**src/rtl/stream_serializer.sv**
```systemverilog
// Parallel-to-serial front end: accepts words over valid/ready and shifts them out one bit per clock.
// A one-word holding buffer keeps back-to-back words contiguous on stream_out.
module stream_serializer #(
    parameter int DATA_WIDTH = 8,
    parameter bit MSB_FIRST  = 1'b1
) (
    input  logic                  clk,
    input  logic                  rst,
    input  logic [DATA_WIDTH-1:0] data_in,
    input  logic                  data_valid,
    output logic                  data_ready,
    output logic                  stream_out,
    output logic                  stream_valid,
    output logic                  last_bit
);

    localparam int CNT_W = $clog2(DATA_WIDTH);
    localparam logic [CNT_W-1:0] LAST_CNT = CNT_W'(DATA_WIDTH - 1);

    typedef enum logic {
        IDLE  = 1'b0,
        SHIFT = 1'b1
    } state_e;

    state_e                state_q, state_d;
    logic [DATA_WIDTH-1:0] sh_q, sh_d;
    logic [DATA_WIDTH-1:0] hold_q, hold_d;
    logic                  hold_full_q, hold_full_d;
    logic [CNT_W-1:0]      cnt_q, cnt_d;

    logic                  accept;
    logic                  at_last;
    logic [DATA_WIDTH-1:0] sh_shifted;

    // Ready is only ever blocked by a full hold buffer, so the upstream path has no combinational
    // dependency on the shifter itself.
    assign data_ready = rst && !hold_full_q;
    assign accept     = data_valid && data_ready;
    assign at_last    = (state_q == SHIFT) && (cnt_q == LAST_CNT);
    assign sh_shifted = MSB_FIRST ? (sh_q << 1) : (sh_q >> 1);

    always_comb begin
        state_d     = state_q;
        sh_d        = sh_q;
        hold_d      = hold_q;
        hold_full_d = hold_full_q;
        cnt_d       = cnt_q;

        case (state_q)
            IDLE: begin
                if (accept) begin
                    sh_d    = data_in;
                    cnt_d   = '0;
                    state_d = SHIFT;
                end
            end
            SHIFT: begin
                sh_d  = sh_shifted;
                cnt_d = cnt_q + 1'b1;
                if (accept && !at_last) begin
                    hold_d      = data_in;
                    hold_full_d = 1'b1;
                end
                // On the final bit a held word wins; otherwise an incoming word skips the hold buffer.
                if (at_last) begin
                    cnt_d = '0;
                    if (hold_full_q) begin
                        sh_d        = hold_q;
                        hold_full_d = 1'b0;
                    end else if (accept) begin
                        sh_d = data_in;
                    end else begin
                        sh_d    = '0;
                        state_d = IDLE;
                    end
                end
            end
            default: begin
                state_d = IDLE;
            end
        endcase
    end

    always_ff @(posedge clk or negedge rst) begin
        if (!rst) begin
            state_q     <= IDLE;
            sh_q        <= '0;
            hold_q      <= '0;
            hold_full_q <= 1'b0;
            cnt_q       <= '0;
        end else begin
            state_q     <= state_d;
            sh_q        <= sh_d;
            hold_q      <= hold_d;
            hold_full_q <= hold_full_d;
            cnt_q       <= cnt_d;
        end
    end

    // The shift register is zeroed whenever the block returns to idle, so its output bit is 0 there.
    assign stream_out   = MSB_FIRST ? sh_q[DATA_WIDTH-1] : sh_q[0];
    assign stream_valid = (state_q == SHIFT);
    assign last_bit     = at_last;

endmodule

```
**config.mk**
```make
export PLATFORM = sky130hd
export DESIGN_NAME = stream_serializer
export DESIGN_NICKNAME = d
export VERILOG_FILES = /design/src/rtl/stream_serializer.sv
export SDC_FILE = /design/constraint.sdc
export NUM_CORES = 1
export LEC_CHECK = 0
export CELL_PAD_IN_SITES_DETAIL_PLACEMENT = 0
export CELL_PAD_IN_SITES_GLOBAL_PLACEMENT = 1
export CORE_MARGIN = 5
export CORE_UTILIZATION = 42
export CTS_CLUSTER_SIZE = 8
export DETAILED_ROUTE_END_ITERATION = 6
export PLACE_DENSITY = 0.88
export SETUP_SLACK_MARGIN = 0.05
export SYNTH_ARGS = -nofsm -noshare
export SYNTH_HDL_FRONTEND = slang
export SYNTH_SLANG_ARGS = --single-unit
```
**constraint.sdc**
```tcl
create_clock -name clk -period 2.35 [get_ports clk]
set_clock_uncertainty 0.05 [all_clocks]
set_input_delay 0.5875 -clock clk [delete_from_list [all_inputs] [get_ports clk]]
set_output_delay 0.5875 -clock clk [all_outputs]
set_load 0.02 [all_outputs]
```
### Yosys cells after proc, flatten, opt, wreduce, memory -nomap -nowiden

Cells that the tools add are included.

| cells by class | value |
|---|---|
| muxes and demuxes | 15 |
| $add $sub $neg | 1 |
| reductions and logical operators | 7 |
| bitwise logic cells | 1 |
| eq/ne operators | 2 |

Operators by type and width:

| kind | number |
|---|---|
| $mux W8 | 4 |
| $pmux W8 S2 | 1 |
| $mux W1 | 6 |
| $mux W3 | 2 |
| $pmux W3 S2 | 1 |
| $logic_and A1 B1 Y1 | 4 |
| $add A3 B1 Y3 const B | 1 |
| $eq A3 B3 Y1 const B | 1 |
| $logic_not A1 Y1 | 2 |
| $ne A2 B2 Y1 const B | 1 |
| $pmux W1 S2 | 1 |
| $reduce_and A2 Y1 | 1 |
| $not A1 Y1 | 1 |

| word-level totals | value |
|---|---|
| input bits | 11 |
| flip-flop bits (word level) | 21 |
| output and inout bits | 4 |

### Depth between registers and ports, before layout

Gate-level depths: netlist of run 1.

| logic depth | value |
|---|---|
| depth in word-level cells | 7 |
| mapped depth | 7 |
| gate-level depth less buffers | 5 |

### Least setup slack after synthesis of run 1

OpenSTA, ideal clock, no wires.

| timing | value |
|---|---|
| path kind | register to register |
| start point | reg cnt_q[0] |
| end point | reg hold_q[0] |
| data required time | 2.175 ns |
| data arrival time | 1.570 ns |
| slack | 0.605 ns |
| cell stages (with the launch flop) | 8 |
| clock period less this slack | 1.745 ns |
| path buffers | 2 |
| cell sequence | dfrtp_1 -> ha_1 -> ha_1 -> nor2b_4 -> buf_6 -> and2_4 -> buf_6 -> mux2_4 |

| between the ends | value |
|---|---|
| cells in the longest elaborated chain, start to end | 5 |

RTL lines:

| what | line | RTL |
|---|---|---|
| from (decl) | 29 | `logic [CNT_W-1:0] cnt_q, cnt_d;` |
| from (signal assigned) | 96 | `cnt_q <= cnt_d;` |
| $eq A3 B3 Y1 | 39 | `assign at_last = (state_q == SHIFT) && (cnt_q == LAST_CNT);` |
| $logic_and A1 B1 Y1 | 39 |  |
| $logic_not A1 Y1 | 60 | `if (accept && !at_last) begin` |
| $logic_and A1 B1 Y1 | 60 |  |
| $reduce_and A2 Y1 (no line) | n/a |  |
| to (signal assigned) | 94 | `hold_q <= hold_d;` |
| to (decl) | 27 | `logic [DATA_WIDTH-1:0] hold_q, hold_d;` |

No other way between the ends.
A chain may end at the register's enable or synchronous reset.

### Worst setup path after layout of run 1

| timing | value |
|---|---|
| start point | reg cnt_q[0] |
| end point | out last_bit |

| between the ends | value |
|---|---|
| cells in the longest elaborated chain, start to end | 2 |

RTL lines:

| what | line | RTL |
|---|---|---|
| $eq A3 B3 Y1 | 39 |  |
| $logic_and A1 B1 Y1 | 39 |  |
| to (decl) | 14 | `output logic last_bit` |

No other way between the ends.

==> results.md, run 1 <==
- Outcome: completed
- Multi-input logic area: about 480 um^2
- Worst IR drop on VDD: between 0.0006 and 0.0007 V
- CTS buffer count: 3
- DR vias/cell: 5.77
- Maxcap violations: 0
- GRT Resource Usage Total: 13.0%
- Post-Synthesis Cell Area: around 1100 um^2
- HPWL after detailed placement: approximately 1.4 mm
- Area grow syn2layout: 18.3%
- Unrepaired setup endpoints after global routing: false
- Vias in the first global route: ~760
- Root Driver: clkbuf_4
- Hold Slack: about 0.47 ns
- Synth Warn #: 0
- CP arrival: between 1.5 and 2 ns
- Row count: 18
- Distinct cells, synth: 24
- Register area: between 500 and 600 um^2
- H-tree levels: 1
- Initial Util: 43.5%
- Final Setup Violations: 0
- Power per Cell Area: 1230 nW/um^2
- CTS tree: built
- Drt pass-1 iters: 4
- Hold crit path type: register to register
- Final worst setup slack: approximately 0.15 ns
- Final min period: between 2 and 2.5 ns
- Required time of the critical path: about 1.7 ns
- Placer Congestion: around 0.74
- # fillers: approximately 220
- Leakage: 0.000553 uW
- Pins Over Slew Limit: 0
- Syn nets: 98
- Slew margin rel.: 74.7%
- Post-synth top area share: 49.2%
- Fin cells: approximately 130
- Core area: around 2500 um^2
- Layout Utilization: around half
- Crit start category: register
- Biggest area consumer among synthesized cells: dfrtp_1
- Largest net degree at the start of global routing: 30
- I/O pins: 15
- DR iter-0 viols: 16
- Die width: about 60 um
- Nets@finish: 116
- Slew @ Worst Pin: ~0.38 ns
- Post-CTS Setup Inserts: 0
- Crit path kind: register to primary output
- Grt ovf: 0
- Wirelength per Cell: 15.0 um
- Drt drc: 0
- Sequential share of the synthesized area: roughly half
- Max Clk Rate: roughly 460 MHz
- CP endpoint kind: primary output
- Ratio of cells with drive above 1 in the final layout: between 20 and 25%
- Pwr Total: 1560 uW
- Final Cycle Share: 93.5%
- First-pass GRT wire length: 3.53 mm
- Die area: approximately 3700 um^2
- Clk buf depth: 2
- Synth area leaders: dfrtp_1 49%, mux2_4 11%, a221o_1 6.6%, nand4b_1 5.7%, buf_6 4.2%
- Dpl ws: -0.0812 ns
- Post-Syn Instances: 85
- Cell Chain, Critical Path: ha_1 -> ha_2 -> nand2_1 -> inv_1 -> dlygate4sd2_1
- Syn avg cell area: around 13 um^2
- Hold Vio Cnt, Final: 0
- Crit path max fanout: 3
- Placed insts: between 100 and 150
- Insertion delay to the later sink of the worst-skew pair: 0.30 ns
- Initial antenna violation count: 0
- WL final: slightly below 2 mm
- Die height: between 60 and 70 um
- Crit-path slowest cell: dfrtp_1
- IO Port Bufs: 14
- Synthesized flop and latch total: 21
- Worst-path clk slew: 0.12 ns
- Crit-path max cell delay: just over 0.4 ns
- Clock sinks: 21
- Routed via count: ~760
- ANT nets after route: 0
- N_diodes: 0
-- what timing repair did --
item                       in CTS  in global routing
pin swaps                       0                  0
hold buffers                    0                  0
setup endpoints to repair       2                  1
gates resized for setup         2                  1
gates cloned                    0                  0
-- sequential cells by signal, indices dropped and copies added (netlist names) --
| name | count |
|---|---|
| hold_q | 8 |
| stream_valid | 1 |
| sh_q | 8 |
| hold_full_q | 1 |
| cnt_q | 3 |
-- per-layer routing --
layer / up-vias / GRT usage [%] / part of all wire (%)
met5: - / 0 / 0
met3: 4 / 2.13 / 4.0
met4: 0 / 7.43 / 2.6
met2: 23 / 20.8 / 49
li1: 358 / - / -
met1: 377 / 16.6 / 44
-- cells in the final DEF, fill, tap and decap left out, types with 2 or more instances in the layout --
master / n
o21ai_0: 2
mux2_4: 8
a21oi_1: 7
clkbuf_4: 3
nand3_1: 7
dfrtp_1: 21
buf_4: 7
clkdlybuf4s50_1: 12
inv_1: 2
nand2_1: 2
nand4b_1: 7
dlygate4sd2_1: 2
a22o_1: 2
a221o_1: 7
-- worst paths after layout --
path,start,end,slack (ns),cells after the start
max,cnt_q[0],last_bit,0.15,5
min,cnt_q[1],cnt_q[1],0.47,1
max reg2reg,cnt_q[0],hold_q[1],0.68,5
min reg2reg,cnt_q[1],cnt_q[1],0.47,1
max in group asynchronous,rst,cnt_q[2],1.27,3
min in group asynchronous,rst,hold_q[4],0.71,3
-- power breakdown --
part | total, uW | internal [uW] | switching (uW)
Combinational | 767 | 424 | 343
Clock | 168 | 63.3 | 105
Sequential | 624 | 527 | 96.6
Total | 1560 | 1010 | 545
-- Yosys cell counts --
library cell and instances:
nor2b_4 1, nor2b_1 1, nor2_2 1, a21o_1 1
o21ai_0 2, nand4b_1 7, clkbuf_1 2, dfrtp_1 21
and2_4 1, ha_1 2, a21oi_1 7, mux2_4 8
nand3_1 7, a32oi_1 1, nand2_1 2, inv_1 2
buf_2 2, mux2i_1 1, a221o_1 7, a22o_1 2
o22ai_1 1, buf_6 4, and3b_4 1, mux2_2 1
-- layout make-up --
type / count / share of cell area (%)
timing repair buffer: 21 / 15.0
clock buffer: 3 / 1.78
clock inverter: 1 / 0.396
tap: 30 / 2.97
inverter: 2 / 0.594
multi-input combinational: 54 / 37.6
sequential: 21 / 41.6
-- critical path, delay by kind of cell (launching register included) --
kind	cells	cell delay, ns
simple gates	1	0.10
fa+ha+maj	2	0.40
flops	1	0.41
buf+inv	2	0.35
-- through the flow --
stage	cell area, um^2	setup TNS, ns
after floorplan	1070	0
after global placement	1240	-0.0862
after detailed placement	1240	-0.0812
after CTS	1260	0
after global routing	1260	0
final	1260	0
-- cells by family (layout without fill, tap and decap cells) --
kind of cell,Yosys count,count (layout),synth area share [%]
AOI/OAI and AO/OA,21,21,14.5
adders and majority gates,2,2,2.34
buffers and inverters,10,27,6.56
DFF,21,21,49.2
muxes,10,10,13.2
and+or+nand+nor,21,21,14.2
No activity file was read; power rests on OpenSTA's default activity.
==> run 2: changes to the inputs <==
Settings changed: PLACE_DENSITY 0.88 to unset, PLACE_DENSITY_LB_ADDON set to 0.1.
==> results.md, run 2 (synthesis gave the netlist of run 1 again) <==
- Outcome: completed
- Final Setup Violations: 0
- Most frequent cells in the layout: 21 x dfrtp_1, 12 x clkdlybuf4s50_1, 8 x mux2_4
- CP arrival: 1.56 ns
- WL final: about 2.2 mm
- Drt pass-1 iters: 4
- Final min period: 2.19 ns
- Switching portion of total power: 35.4%
- IO Port Bufs: 14
- Required time of the critical path: 1.71 ns
- Crit path kind: input port to primary output
- HPWL after detailed placement: roughly 1.4 mm
- Unrepaired setup endpoints after global routing: false
- Die width: between 60 and 70 um
- Initial antenna violation count: 0
- # fillers: between 200 and 250
- Drt drc: 0
- Row count: 18
- Setup TNS: 0 ns
- ANT nets after route: 0
- Root Driver: clkbuf_4
- First-pass GRT wire length: roughly 3.8 mm
- Power per Cell Area: 1240 nW/um^2
- Worst-path clk slew: 0.12 ns
- CTS tree: built
- DR vias/cell: between 5 and 6
- Worst R2R Path Depth: 5
- Maxcap violations: 0
- Placer Congestion: ~0.67
- Total internal power: approximately 1000 uW
- Leakage: around 0.00055 uW
- Net Sw Power: approximately 560 uW
- Die height: between 60 and 70 um
- Hold Vio Cnt, Final: 0
- Seq pwr share: between 30% and 40%
- Commonest non-fill, non-tap cell in the layout: dfrtp_1
- N_diodes: 0
- Clk buf depth: 2
- Final Cycle Share: between 90 and 100%
- I/O pins: 15
- Slew @ Worst Pin: 0.428 ns
- Hold Slack: roughly 0.48 ns
- Vias in the first global route: between 800 and 900
- Insertion delay to the later sink of the worst-skew pair: about 0.30 ns
- Hold Path Cell Cnt: 1
- Clock sinks: 21
- Core area: about 2500 um^2
- Max Clk Rate: 456 MHz
- Biggest regs: hold_q (8), sh_q (8), cnt_q (3)
- Hold crit path type: register to register
- Worst IR drop on VDD: about 0.00057 V
- Pins Over Slew Limit: 0
- GRT Resource Usage Total: between 10% and 20%
- CTS buffer count: 3
- Initial Util: between 40% and 50%
- Finished Cell Area: 1260 um^2
- Clk pwr share: 11.2%
- Crit start category: input port
- Routed via count: 754
- Largest net degree at the start of global routing: 30
- DR iter-0 viols: 18
- Wirelength per Cell: between 15 and 20 um
- Ratio of cells with drive above 1 in the final layout: around 25%
- DP Area: between 1000 and 1500 um^2
- Die area: roughly 3700 um^2
- Slew margin rel.: ~71%
- Nets@finish: between 100 and 150
- H-tree levels: 1
- Grt ovf: 0
- Area grow syn2layout: 18.4%
- Crit path max fanout: 2
- CP endpoint kind: primary output
- Comb pwr share: between 40% and 50%
run 2: changes by cell type in the layout (fill, tap and decap cells not counted), sizes merged:
cell	delta
clkdlybuf4s15	+1
dlygate4sd2	-1
run 2: power by group through the flow:
stage / Combinational (uW) / Clock (uW) / Sequential, uW
floorplan: 594 / 0 / 625
global placement: 775 / 0 / 622
detailed placement: 789 / 0 / 626
CTS: 786 / 188 / 622
global route: 856 / 207 / 644
finish: 777 / 176 / 621
run 2: path summary, 6_finish.rpt:
kind	from	to	slack, ns
worst max register to register	cnt_q[0]	hold_q[2]	0.69
min in group asynchronous	rst	hold_q[0]	0.72
worst min register to register	hold_q[4]	hold_q[4]	0.48
worst min-delay path	hold_q[4]	hold_q[4]	0.48
max in group asynchronous	rst	stream_valid	1.28
worst max-delay path	rst	data_ready	0.16
run 2: what timing repair did:
action | in CTS | in global routing
pin swaps | 0 | 0
gates resized for setup | 2 | 2
buffers inserted | 0 | 0
setup endpoints to repair | 2 | 1
hold buffers | 0 | 0
run 2: cell type report:
type,instances,area (um^2),area share [%]
Timing Repair Buffer,21,191,15.1
Multi-Input combinational cell,54,475,37.6
Tap cell,30,37.5,2.97
Clock inverter,1,5.00,0.396
Clock buffer,3,22.5,1.78
Sequential cell,21,526,41.5
Inverter,2,7.51,0.593
run 2: routing by layer:
layer / track usage, % / up-vias / part of all wire (%)
li1: - / 358 / -
met1: 18.4 / 382 / 48
met2: 22.1 / 12 / 47
met3: 2.77 / 2 / 3.8
met4: 7.12 / 0 / 1.0
met5: 0 / - / 0
run 2: critical path, cell delays in order:
cell and delay [ns]:
clkdlybuf4s50_1 0.47, nor2b_1 0.15, dlygate4sd2_1 0.35
run 2: through the flow:
step | std cells | total power, uW | setup slack, ns | util [%]
CTS | 132 | 1600 | 0.0658 | 51.4
global placement | 128 | 1400 | -0.133 | 50.4
finish | 132 | 1570 | 0.155 | 51.5
global route | 132 | 1710 | 0.0715 | 51.5
floorplan | 85 | 1220 | 0.605 | -
detailed placement | 128 | 1410 | -0.114 | 50.4
